File: src/rtl/br_puf_pkg.sv
// ---------------------------------------------------------------------------
// br_puf_pkg
// Shared definitions for the bistable-ring PUF reader:
//   PUF_WIDTH : number of rings in the array (response width)
//   state_t   : reader FSM states
//   cnt_w()   : width of a per-bit vote counter able to hold 0..num_evals
// ---------------------------------------------------------------------------
package br_puf_pkg;

  localparam int PUF_WIDTH = 32;

  typedef enum logic [2:0] {
    ST_IDLE,
    ST_RST,
    ST_SETTLE,
    ST_SAMPLE,
    ST_DONE
  } state_t;

  // A counter that must represent every value from 0 to num_evals inclusive.
  function automatic int cnt_w(input int num_evals);
    return $clog2(num_evals + 1);
  endfunction

endpackage

File: src/rtl/br_puf_reader_vote.sv
// ---------------------------------------------------------------------------
// puf_bit_vote
// One ring's worth of reader datapath: a 2-flop synchronizer for the
// asynchronous ring output, a vote counter accumulating one sample per
// evaluation, and the majority / instability decode of that counter.
// Ports:
//   clk, reset : clock, synchronous active-high reset
//   clear      : zero the vote counter (new challenge accepted)
//   sample     : add the synchronized ring value to the counter this cycle
//   puf_bit    : raw ring output, asynchronous to clk
//   vote       : majority result (count > NUM_EVALS/2)
//   unstable   : votes were not unanimous
// ---------------------------------------------------------------------------
module puf_bit_vote
  import br_puf_pkg::*;
#(
  parameter int NUM_EVALS = 5
) (
  input  logic clk,
  input  logic reset,
  input  logic clear,
  input  logic sample,
  input  logic puf_bit,
  output logic vote,
  output logic unstable
);

  localparam int CNT_W = cnt_w(NUM_EVALS);
  localparam logic [CNT_W-1:0] ALL_VOTES  = CNT_W'(NUM_EVALS);
  localparam logic [CNT_W-1:0] HALF_VOTES = CNT_W'(NUM_EVALS / 2);

  logic             sync_1;
  logic             sync_2;
  logic [CNT_W-1:0] count;

  // NOTE: the synchronizer flops carry no reset; they are flushed by the
  // settle window long before anyone looks at them, and leaving the reset off
  // keeps the first stage a plain metastability-catching flop.
  always_ff @(posedge clk) begin
    sync_1 <= puf_bit;
    sync_2 <= sync_1;
  end

  // At most NUM_EVALS samples land between clears, so the counter cannot wrap.
  always_ff @(posedge clk) begin
    if (reset || clear) begin
      count <= '0;
    end else if (sample) begin
      count <= count + CNT_W'(sync_2);
    end
  end

  assign vote     = (count > HALF_VOTES);
  assign unstable = (count != '0) && (count != ALL_VOTES);

endmodule

File: src/rtl/br_puf_reader.sv
// ---------------------------------------------------------------------------
// br_puf_reader
// Drives a challenge onto the 32-ring bistable-ring PUF array, runs
// NUM_EVALS reset/settle/sample evaluations and returns the majority-voted
// response together with a per-bit instability mask.
// Parameters:
//   RESET_CYCLES  : cycles puf_reset is held per evaluation (1..255)
//   SETTLE_CYCLES : cycles after reset release before sampling (4..65535)
//   NUM_EVALS     : evaluations per challenge, odd, 1..15
// Ports:
//   clk, reset                          : clock, synchronous active-high reset
//   req_valid/req_ready/req_challenge   : challenge request port
//   puf_challenge, puf_reset            : registered drive to the array
//   puf_rsp                             : raw ring outputs (asynchronous)
//   rsp_valid/rsp_ready                 : response port handshake
//   rsp_data, rsp_unstable              : voted response and instability mask
//   busy                                : high whenever the FSM is not idle
// ---------------------------------------------------------------------------
module br_puf_reader
  import br_puf_pkg::*;
#(
  parameter int RESET_CYCLES  = 8,
  parameter int SETTLE_CYCLES = 64,
  parameter int NUM_EVALS     = 5
) (
  input  logic                 clk,
  input  logic                 reset,
  input  logic                 req_valid,
  output logic                 req_ready,
  input  logic [PUF_WIDTH-1:0] req_challenge,
  output logic [PUF_WIDTH-1:0] puf_challenge,
  output logic                 puf_reset,
  input  logic [PUF_WIDTH-1:0] puf_rsp,
  output logic                 rsp_valid,
  input  logic                 rsp_ready,
  output logic [PUF_WIDTH-1:0] rsp_data,
  output logic [PUF_WIDTH-1:0] rsp_unstable,
  output logic                 busy
);

  localparam int CYC_W  = 16;
  localparam int EVAL_W = 4;

  localparam logic [CYC_W-1:0]  RST_LAST    = CYC_W'(RESET_CYCLES - 1);
  localparam logic [CYC_W-1:0]  SETTLE_LAST = CYC_W'(SETTLE_CYCLES - 1);
  localparam logic [EVAL_W-1:0] EVAL_LAST   = EVAL_W'(NUM_EVALS - 1);

  state_t            state;
  logic [CYC_W-1:0]  cyc_cnt;
  logic [EVAL_W-1:0] eval_cnt;
  logic              accept;
  logic              sample;

  assign accept = (state == ST_IDLE) && req_valid && req_ready;
  assign sample = (state == ST_SAMPLE);

  // NOTE: all state and registered outputs use non-blocking assignments so
  // every flop in this block samples the pre-edge values of the others.
  always_ff @(posedge clk) begin
    if (reset) begin
      state         <= ST_IDLE;
      req_ready     <= 1'b0;
      puf_reset     <= 1'b1;
      puf_challenge <= '0;
      rsp_valid     <= 1'b0;
      busy          <= 1'b0;
      cyc_cnt       <= '0;
      eval_cnt      <= '0;
    end else begin
      case (state)
        ST_IDLE: begin
          req_ready <= 1'b1;
          puf_reset <= 1'b1;
          rsp_valid <= 1'b0;
          busy      <= 1'b0;
          if (accept) begin
            puf_challenge <= req_challenge;
            cyc_cnt       <= '0;
            eval_cnt      <= '0;
            req_ready     <= 1'b0;
            busy          <= 1'b1;
            state         <= ST_RST;
          end
        end

        // Array held in reset; puf_reset drops on the last RST edge.
        ST_RST: begin
          if (cyc_cnt == RST_LAST) begin
            cyc_cnt   <= '0;
            puf_reset <= 1'b0;
            state     <= ST_SETTLE;
          end else begin
            cyc_cnt <= cyc_cnt + 1'b1;
          end
        end

        // Rings race to a stable state while the synchronizer fills up.
        ST_SETTLE: begin
          if (cyc_cnt == SETTLE_LAST) begin
            cyc_cnt <= '0;
            state   <= ST_SAMPLE;
          end else begin
            cyc_cnt <= cyc_cnt + 1'b1;
          end
        end

        // The per-bit counters take their vote on this edge (see sample).
        ST_SAMPLE: begin
          eval_cnt  <= eval_cnt + 1'b1;
          puf_reset <= 1'b1;
          if (eval_cnt == EVAL_LAST) begin
            rsp_valid <= 1'b1;
            state     <= ST_DONE;
          end else begin
            state <= ST_RST;
          end
        end

        // Response held until the consumer takes it.
        ST_DONE: begin
          if (rsp_ready) begin
            rsp_valid <= 1'b0;
            busy      <= 1'b0;
            req_ready <= 1'b1;
            state     <= ST_IDLE;
          end
        end

        default: begin
          state <= ST_IDLE;
        end
      endcase
    end
  end

  for (genvar i = 0; i < PUF_WIDTH; i++) begin : g_bit
    puf_bit_vote #(
      .NUM_EVALS (NUM_EVALS)
    ) u_vote (
      .clk      (clk),
      .reset    (reset),
      .clear    (accept),
      .sample   (sample),
      .puf_bit  (puf_rsp[i]),
      .vote     (rsp_data[i]),
      .unstable (rsp_unstable[i])
    );
  end

endmodule

File: config.mk
export PLATFORM = sky130hd
export DESIGN_NAME = br_puf_reader
export DESIGN_NICKNAME = d
export VERILOG_FILES = /design/src/rtl/br_puf_pkg.sv /design/src/rtl/br_puf_reader_vote.sv /design/src/rtl/br_puf_reader.sv
export SDC_FILE = /design/constraint.sdc
export NUM_CORES = 1
export LEC_CHECK = 0
export CORE_MARGIN = 2
export CORE_UTILIZATION = 40
export DETAILED_ROUTE_END_ITERATION = 16
export PLACE_DENSITY_LB_ADDON = 0.05
export SYNTH_ARGS = -nofsm -noshare
export SYNTH_HDL_FRONTEND = slang
export SYNTH_HIERARCHICAL = 1
export SYNTH_SLANG_ARGS = --single-unit
File: constraint.sdc
create_clock -name clk -period 11.59 [get_ports clk]
set_input_delay 1.7385 -clock clk [delete_from_list [all_inputs] [get_ports clk]]
set_output_delay 1.7385 -clock clk [all_outputs]
set_load 0.01 [all_outputs]
==> impl_metrics.yaml, run 1 <==
clock_network:
  post_cts_buffers: 0
  cts_max_level: 1
  cts_resized: 0
  cts_tree: "done"
  clkTransAtPathRegs_ns: 0.05
  cts_root_buf: "clkbuf_16"
  clk_path_buf_depth: 3
  hold_buffers: 0
  numClockSinks: 219
  cts_made_buffers: 26
  insertion_delay_ns: 0.51
detailed_routing:
  drt_iter0_markers: 258
  firstDrtPassIters: 4
  routed_wl_mm: 18.9
  drc: 0
  ant_nets: 0
  post_drt_wl_per_cell_um: 13.9
  via_count: 6800
  viasPerCell: 5.01
critical_path:
  startpoint_type: "primary input"
  endpoint: "g_bit[17].u_vote/count[1]"
  startpoint: "req_valid"
  required_ns: 11.95
  reg2reg_depth: 6
  r2r-end: "g_bit[18].u_vote/count[2]"
  r2r-start: "state[2]"
  arrival_ns: 4.16
  endpoint_kind: "register"
  r2r_slack_ns: 8.80
  cp_max_fo: 72
  crit_type: "in -> reg"
logic_synthesis:
  synth_area_um2: 9230
  synth_area_leaders: "dfxtp_1 48%, ha_1 9.1%, mux2i_1 7.2%, a211oi_2 4.3%, nor3_1 3.9%"
  ys_top_cells_by_count: "219 x dfxtp_1, 89 x nand2_1, 71 x nor3_1, 67 x ha_1, 66 x mux2i_1"
  synth_cells: 869
  synth.distinct_cells: 43
  synth_edf_count: 0
  ys_ff_latch: 219
  ys.flop_type: "dfxtp_1"
  ys.warnings.count: 6
  synth_top_area_share_pct: 47.5
  async_reset_ff_share_pct: 0
  syn_nets: 1004
  synth_top_area_cell: "dfxtp_1"
  yosys.cell_count.top_type: "dfxtp_1"
  seq_area_frac_synth_pct: 47.5
  syn-mean-instance-area_um2: 10.6
die:
  rows: 55
  die_h_um: 156
  die_area_um2: 24300
  core-area_um2: 22600
  io_pins: 168
  initial_core_util_pct: 40.7
  die_w_um: 156
pwr:
  fin_total_pwr_uw: 1920
  vdd_drop_max_mv: 0.118
  powerDensity_nw_per_um2: 159
  p_leak_uw: 0.00466
cells_and_area:
  final_cells: 1357
  drive_gt1_share_pct: 10.8
  design_area_um2: 12100
  diodes: 0
  areaGrowthSynthToFinish_pct: 30.9
  final_nets: 1188
run:
  drv_cap: 0
placement:
  pre_cts_ws_ns: 7.21
  dp.cells: 1310
  dpl.hpwl_mm: 11.9
  io_buffers: 167
  placed_area_um2: 11200
  gp_congestion: 0.759
sta:
  slew_headroom_pct: 34.8
  final-setup-viol-count: 0
  slew_viol_final: 0
  grt_setup_unrepaired: "false"
  layout_setup_ws_ns: 7.79
  timing.fmax_mhz: 263
  finalHoldViolCount: 0
  fin_worst_skew_ns: 0.00891
  tns_ns: 0
  fin_crit_sh_pct: 32.8
  post-route-min-period_ns: 3.80
  worstMarginPinSlew_ns: 0.978
grt:
  grtUsageTotal_pct: 15.3
  grt_pass1_wl_mm: 31.2
  grt_max_degree: 78
  grt_pass1_vias: 6464
  antenna_found_initial: 0
  gr-total-overflow: 0
status:
  outcome: "complete, no violations"
hold_path:
  hp-class: "reg -> reg"
metrics by stage:
step | util, % | hold slack (ns)
after global placement | 49.6 | 0.310
after global routing | 53.3 | 0.328
after detailed placement | 49.6 | 0.312
after CTS | 53.3 | 0.324
after floorplan | - | 0.310
final | 53.3 | 0.323
cell families after synthesis:
family                     Yosys count  share of synthesized area, %
adders and majority gates           67                          9.09
DFF                                219                          47.5
AOI/OAI and AO/OA                  170                          15.6
xor gates and xnor gates            34                          3.23
buffers and inverters               24                          1.08
and+or+nand+nor                    288                          16.2
muxes                               67                          7.28
layer usage:
layer / wire length (µm) / GRT usage, % / vias to the layer above
li1: - / - / 3514
met1: 8790 / 19.8 / 3128
met2: 8490 / 24.9 / 131
met3: 1310 / 4.67 / 27
met4: 304 / 3.71 / 0
met5: 0 / 0 / -
state kept, by name, summed over array words and instances, names as in the netlist:
signal / count
req_ready: 1
g_bit.u_vote/count: 96
eval_cnt: 4
rsp_valid: 1
g_bit.u_vote/sync_2: 32
state: 3
cyc_cnt: 16
g_bit.u_vote/sync_1: 32
busy: 1
puf_challenge: 32
puf_reset: 1
layout make-up:
cell class | count | area, µm²
fill | 2076 | 10600
multi-input combinational | 626 | 4740
sequential | 219 | 4380
timing repair buffer | 171 | 1700
clock buffer | 44 | 810
tap | 285 | 357
inverter | 9 | 41.3
clock inverter | 3 | 40.0
worst min path at each step:
stage | start | end | cells after the start
floorplan | g_bit[0].u_vote/sync_1 | g_bit[0].u_vote/sync_2 | 0
global placement | g_bit[24].u_vote/sync_1 | g_bit[24].u_vote/sync_2 | 0
detailed placement | g_bit[1].u_vote/sync_1 | g_bit[1].u_vote/sync_2 | 0
CTS | g_bit[18].u_vote/sync_1 | g_bit[18].u_vote/sync_2 | 0
global route | g_bit[29].u_vote/sync_1 | g_bit[29].u_vote/sync_2 | 0
finish | g_bit[2].u_vote/sync_1 | g_bit[2].u_vote/sync_2 | 0
worst max-delay path, stage by stage:
cell and delay (ns):
clkdlybuf4s50_1 0.46, and2_0 0.24, nand3_1 0.18, inv_4 0.52, buf_4 0.83, nor3_1 0.14
cells in the final DEF, fill, tap and decap left out, types with 4 or more instances in the layout:
cell and count:
dfxtp_1 219, clkdlybuf4s50_1 166, nand2_1 89, nor3_1 71, ha_1 67, mux2i_1 66, a21oi_1 50, nand2b_1 36
nand3b_1 33, xnor2_1 32, a21o_2 32, a21bo_1 32, a211oi_2 32, clkbuf_16 27, nor2_1 17, nand3_1 14
clkbuf_1 10, o21ai_0 8, a31oi_1 8, inv_1 7, clkbuf_8 7, nor4_1 6, and3_1 5, buf_4 5
nand4_1 4
power by group:
group	leakage (µW)	switching (µW)	internal, µW
Sequential	0.00179	27.4	794
Combinational	0.00245	183	128
Clock	0.000417	298	493
Power figures use the tool's default switching activity.
==> inputs of run 2 (changes only) <==
clock period = 3.4 ns   (was 11.59 ns; I/O delays follow)
==> impl_metrics.yaml, run 2 (synthesized netlist as in run 1, its figures left out) <==
grt:
  grt_pass1_wl_mm: 32.5
  antenna_found_initial: 0
  gr-total-overflow: 0
  grt_pass1_vias: 6446
  grt_max_degree: 84
  grtUsageTotal_pct: 15.9
die:
  initial_core_util_pct: 40.7
  die_w_um: 156
  io_pins: 168
  core-area_um2: 22600
  die_h_um: 156
  rows: 55
  die_area_um2: 24300
critical_path:
  r2r-end: "g_bit[8].u_vote/count[2]"
  r2r-start: "state[2]"
  cp_max_fo: 22
  startpoint_type: "register"
  endpoint_kind: "register"
  crit_type: "reg -> reg"
  reg2reg_depth: 6
  required_ns: 3.82
  r2r_slack_ns: 1.18
  arrival_ns: 2.65
detailed_routing:
  viasPerCell: 5.05
  drc: 0
  post_drt_wl_per_cell_um: 14.4
  ant_nets: 0
  routed_wl_mm: 19.5
  via_count: 6824
  firstDrtPassIters: 4
  drt_iter0_markers: 231
cells_and_area:
  layout_commonest_cell: "dfxtp_1"
  largest_register_ffs: 96
  final_cell_mix: "219 x dfxtp_1, 166 x clkdlybuf4s50_1, 89 x nand2_1, 71 x nor3_1, 67 x ha_1"
  final_nets: 1191
  diodes: 0
  drive_gt1_share_pct: 10.9
  max_flop_register: "g_bit.u_vote/count"
  fillers: 2071
  areaGrowthSynthToFinish_pct: 30.6
sta:
  post-route-min-period_ns: 2.22
  timing.fmax_mhz: 450
  final-setup-viol-count: 0
  finalHoldViolCount: 0
  slew_headroom_pct: 47.9
  slew_viol_final: 0
  grt_setup_unrepaired: "false"
  fin_worst_skew_ns: 0.00917
  fin_crit_sh_pct: 65.4
  worstMarginPinSlew_ns: 0.781
  tns_ns: 0
placement:
  dpl.hpwl_mm: 12.7
  io_buffers: 167
  gp_congestion: 0.769
clock_network:
  cts_tree: "done"
  cts_max_level: 1
  insertion_delay_ns: 0.51
  numClockSinks: 219
  post_cts_buffers: 0
  cts_root_buf: "clkbuf_16"
  cts_resized: 0
  clkTransAtPathRegs_ns: 0.06
  cts_made_buffers: 25
  hold_buffers: 0
  clk_path_buf_depth: 3
hold_path:
  hold_depth: 0
  whs_endpoint: "g_bit[6].u_vote/sync_2"
  hp-class: "reg -> reg"
  worstHoldStart: "g_bit[6].u_vote/sync_1"
run:
  drv_cap: 0
pwr:
  p_leak_uw: 0.00464
  fin_total_pwr_uw: 6350
  powerDensity_nw_per_um2: 527
  vdd_drop_max_mv: 0.343
status:
  outcome: "complete, no violations"
[run 2: changes by cell type in the layout (fill, tap and decap cells not counted), sizes merged]
cell	before	now
bufinv	1	0
buf	5	9
clkbuf	44	36
inv	9	8
clkinvlp	0	1
[run 2: layout make-up]
type                    instances  area [µm²]  area share, %
multi-input cells             626        4740           39.3
flip-flops and latches        219        4380           36.4
repair buffers                175        1790           14.9
clock buffers                  36         727           6.03
well taps                     285         357           2.96
inverters                       9        40.0          0.332
clock inverters                 2        10.0         0.0831
[run 2: stage by stage]
stage          hold slack [ns]  cells  setup WS, ns  area (µm²)  util (%)
5_1_grt                  0.330   1352         0.946       12100      53.2
4_1_cts                  0.325   1352          1.16       12100      53.2
6_report                 0.324   1352          1.18       12100      53.2
3_5_place_dp             0.312   1314          1.16       11300      50.0
3_3_place_gp             0.311   1314          1.17       11300      50.0
2_1_floorplan            0.310    869         0.212        9230         -
[run 2: power by group]
part / internal [µW] / total [µW] / leakage [µW] / switching [µW]
registers: 2710 / 2800 / 0.00179 / 92.4
logic: 470 / 1110 / 0.00249 / 636
clock network: 1460 / 2440 / 0.000365 / 984
[run 2: worst max-delay path by stage]
stage | end | startpoint | slack [ns] | cells after the start
after floorplan | g_bit[0].u_vote/count[2] | state[2] | 0.21 | 5
after global placement | eval_cnt[0] | req_valid | 1.17 | 7
after detailed placement | eval_cnt[0] | req_valid | 1.16 | 7
after CTS | g_bit[8].u_vote/count[2] | state[2] | 1.16 | 6
after global routing | g_bit[27].u_vote/count[2] | state[2] | 0.95 | 6
final | g_bit[8].u_vote/count[2] | state[2] | 1.18 | 6
[run 2: per-layer routing]
| layer | share of wire, % | track usage, % | vias up |
|---|---|---|---|
| met1 | 47 | 21.5 | 3140 |
| li1 | - | - | 3516 |
| met5 | 0 | 0 | - |
| met2 | 44 | 25.3 | 143 |
| met3 | 6.5 | 4.39 | 25 |
| met4 | 1.7 | 3.89 | 0 |
[run 2: critical path, stage by stage (launching register included)]
cell and delay, ns:
dfxtp_1 0.41, inv_1 0.15, nand3_1 0.24, clkinvlp_4 0.52
buf_4 0.43, a21bo_1 0.21, a211oi_2 0.16
==> inputs of run 3 (changes only) <==
clock period = 2.2 ns   (was 3.4 ns; I/O delays follow)
==> impl_metrics.yaml, run 3 (synthesized netlist as in run 1, its figures left out) <==
critical_path:
  path_delay_family: "buffers and inverters"
  endpoint_kind: "output pin"
  cp.depth: 3
  r2r_slack_ns: 0.36
  path_buf_inv: 1
  startpoint: "g_bit[20].u_vote/count[2]"
  r2r-start: "state[0]"
  arrival_ns: 1.64
  cpPeakStageDelay_ns: 0.53
  crit_type: "reg -> out"
  startpoint_type: "register"
  worstPathCellList: "xnor2_1 -> nand2b_1 -> clkdlybuf4s50_1"
  cp_max_fo: 4
  r2r-end: "cyc_cnt[13]"
  endpoint: "rsp_unstable[20]"
  reg2reg_depth: 5
  cpMaxStageDelayCell: "clkdlybuf4s50_1"
  required_ns: 1.87
cells_and_area:
  max_flop_register: "g_bit.u_vote/count"
  final_cells: 1363
  largest_register_ffs: 96
  layout_commonest_cell: "dfxtp_1"
  areaGrowthSynthToFinish_pct: 32.4
  final_nets: 1197
  drive_gt1_share_pct: 12.0
  diodes: 0
  final_cell_mix: "218 x dfxtp_1, 166 x clkdlybuf4s50_1, 89 x nand2_1, 71 x nor3_1, 67 x ha_1"
die:
  core-area_um2: 22600
  rows: 55
  die_area_um2: 24300
  die_h_um: 156
  die_w_um: 156
  io_pins: 168
  initial_core_util_pct: 40.7
grt:
  gr-total-overflow: 0
  grt_pass1_wl_mm: 31.9
  grtUsageTotal_pct: 15.5
  grt_pass1_vias: 6485
  grt_max_degree: 144
  antenna_found_initial: 0
detailed_routing:
  post_drt_wl_per_cell_um: 14.1
  ant_nets: 0
  routed_wl_mm: 19.2
  viasPerCell: 5.03
  firstDrtPassIters: 4
  drc: 0
  drt_iter0_markers: 256
  via_count: 6852
sta:
  worstMarginPinSlew_ns: 0.793
  finalHoldViolCount: 0
  timing.fmax_mhz: 508
  grt_setup_unrepaired: "false"
  layout_setup_ws_ns: 0.232
  post-route-min-period_ns: 1.97
  fin_crit_sh_pct: 89.5
  fin_worst_skew_ns: 0.0158
  slew_headroom_pct: 47.2
  final-setup-viol-count: 0
  tns_ns: 0
  slew_viol_final: 0
run:
  drv_cap: 0
clock_network:
  post_cts_buffers: 0
  hold_buffers: 0
  cts_max_level: 1
  clk_path_buf_depth: 3
  cts_root_buf: "clkbuf_16"
  cts_resized: 0
  cts_tree: "done"
  numClockSinks: 219
  cts_made_buffers: 25
  clkTransAtPathRegs_ns: 0.06
  insertion_delay_ns: 0.52
pwr:
  vdd_drop_max_mv: 0.630
  powerDensity_nw_per_um2: 839
  p_leak_uw: 0.00472
hold_path:
  hp-class: "in -> reg"
  hold_depth: 3
placement:
  dpl.hpwl_mm: 12.3
  gp_congestion: 0.783
  io_buffers: 167
  dp.cells: 1320
  pre_cts_ws_ns: 0.173
status:
  outcome: "complete, no violations"
## run 3: routing by layer
| metal | wire length (µm) | share of wire [%] | global-route usage [%] | vias to the layer above |
|---|---|---|---|---|
| met5 | 0 | 0 | 0 | - |
| met4 | 269 | 1.4 | 3.76 | 0 |
| met3 | 1400 | 7.3 | 4.56 | 24 |
| met2 | 8450 | 44 | 24.5 | 169 |
| met1 | 9130 | 47 | 20.8 | 3125 |
| li1 | - | - | - | 3534 |
## run 3: final cells by class
class                   count  area [µm²]
fillers                  2062       10400
multi-input cells         626        4750
flip-flops and latches    219        4390
repair buffers            181        1850
clock buffers              38         744
well taps                 285         357
clock inverters             5        78.8
inverters                   9        42.5
## run 3: worst min path at each step
stage | start | to | slack, ns
2_1_floorplan | g_bit[0].u_vote/sync_1 | g_bit[0].u_vote/sync_2 | 0.31
3_3_place_gp | g_bit[28].u_vote/sync_1 | g_bit[28].u_vote/sync_2 | 0.31
3_5_place_dp | g_bit[16].u_vote/sync_1 | g_bit[16].u_vote/sync_2 | 0.31
4_1_cts | reset | puf_reset | 0.15
5_1_grt | reset | puf_reset | 0.18
6_report | reset | puf_reset | 0.17
## run 3: worst reg2reg max path, stage by stage (launching register included)
cell and delay, ns:
dfxtp_1 0.51, or3b_4 0.44, nand2b_4 0.16, o2bb2ai_4 0.38, a31oi_1 0.14, a31oi_1 0.15
## run 3: metrics by stage
stage / power (µW) / hold WS [ns] / instance area [µm²] / util [%]
final: 10200 / 0.170 / 12200 / 53.9
after global routing: 10800 / 0.183 / 12200 / 53.9
after CTS: 10400 / 0.147 / 12200 / 53.9
after detailed placement: 6230 / 0.312 / 11400 / 50.3
after global placement: 6220 / 0.311 / 11400 / 50.3
after floorplan: 5430 / 0.310 / 9260 / -
## run 3: report_power, final
group          internal [µW]  switching [µW]  total [µW]  leakage [µW]
sequential              4180             153        4340       0.00179
clock                   2550            1580        4130      0.000406
combinational            793             989        1780       0.00252
total                   7520            2730       10200       0.00472
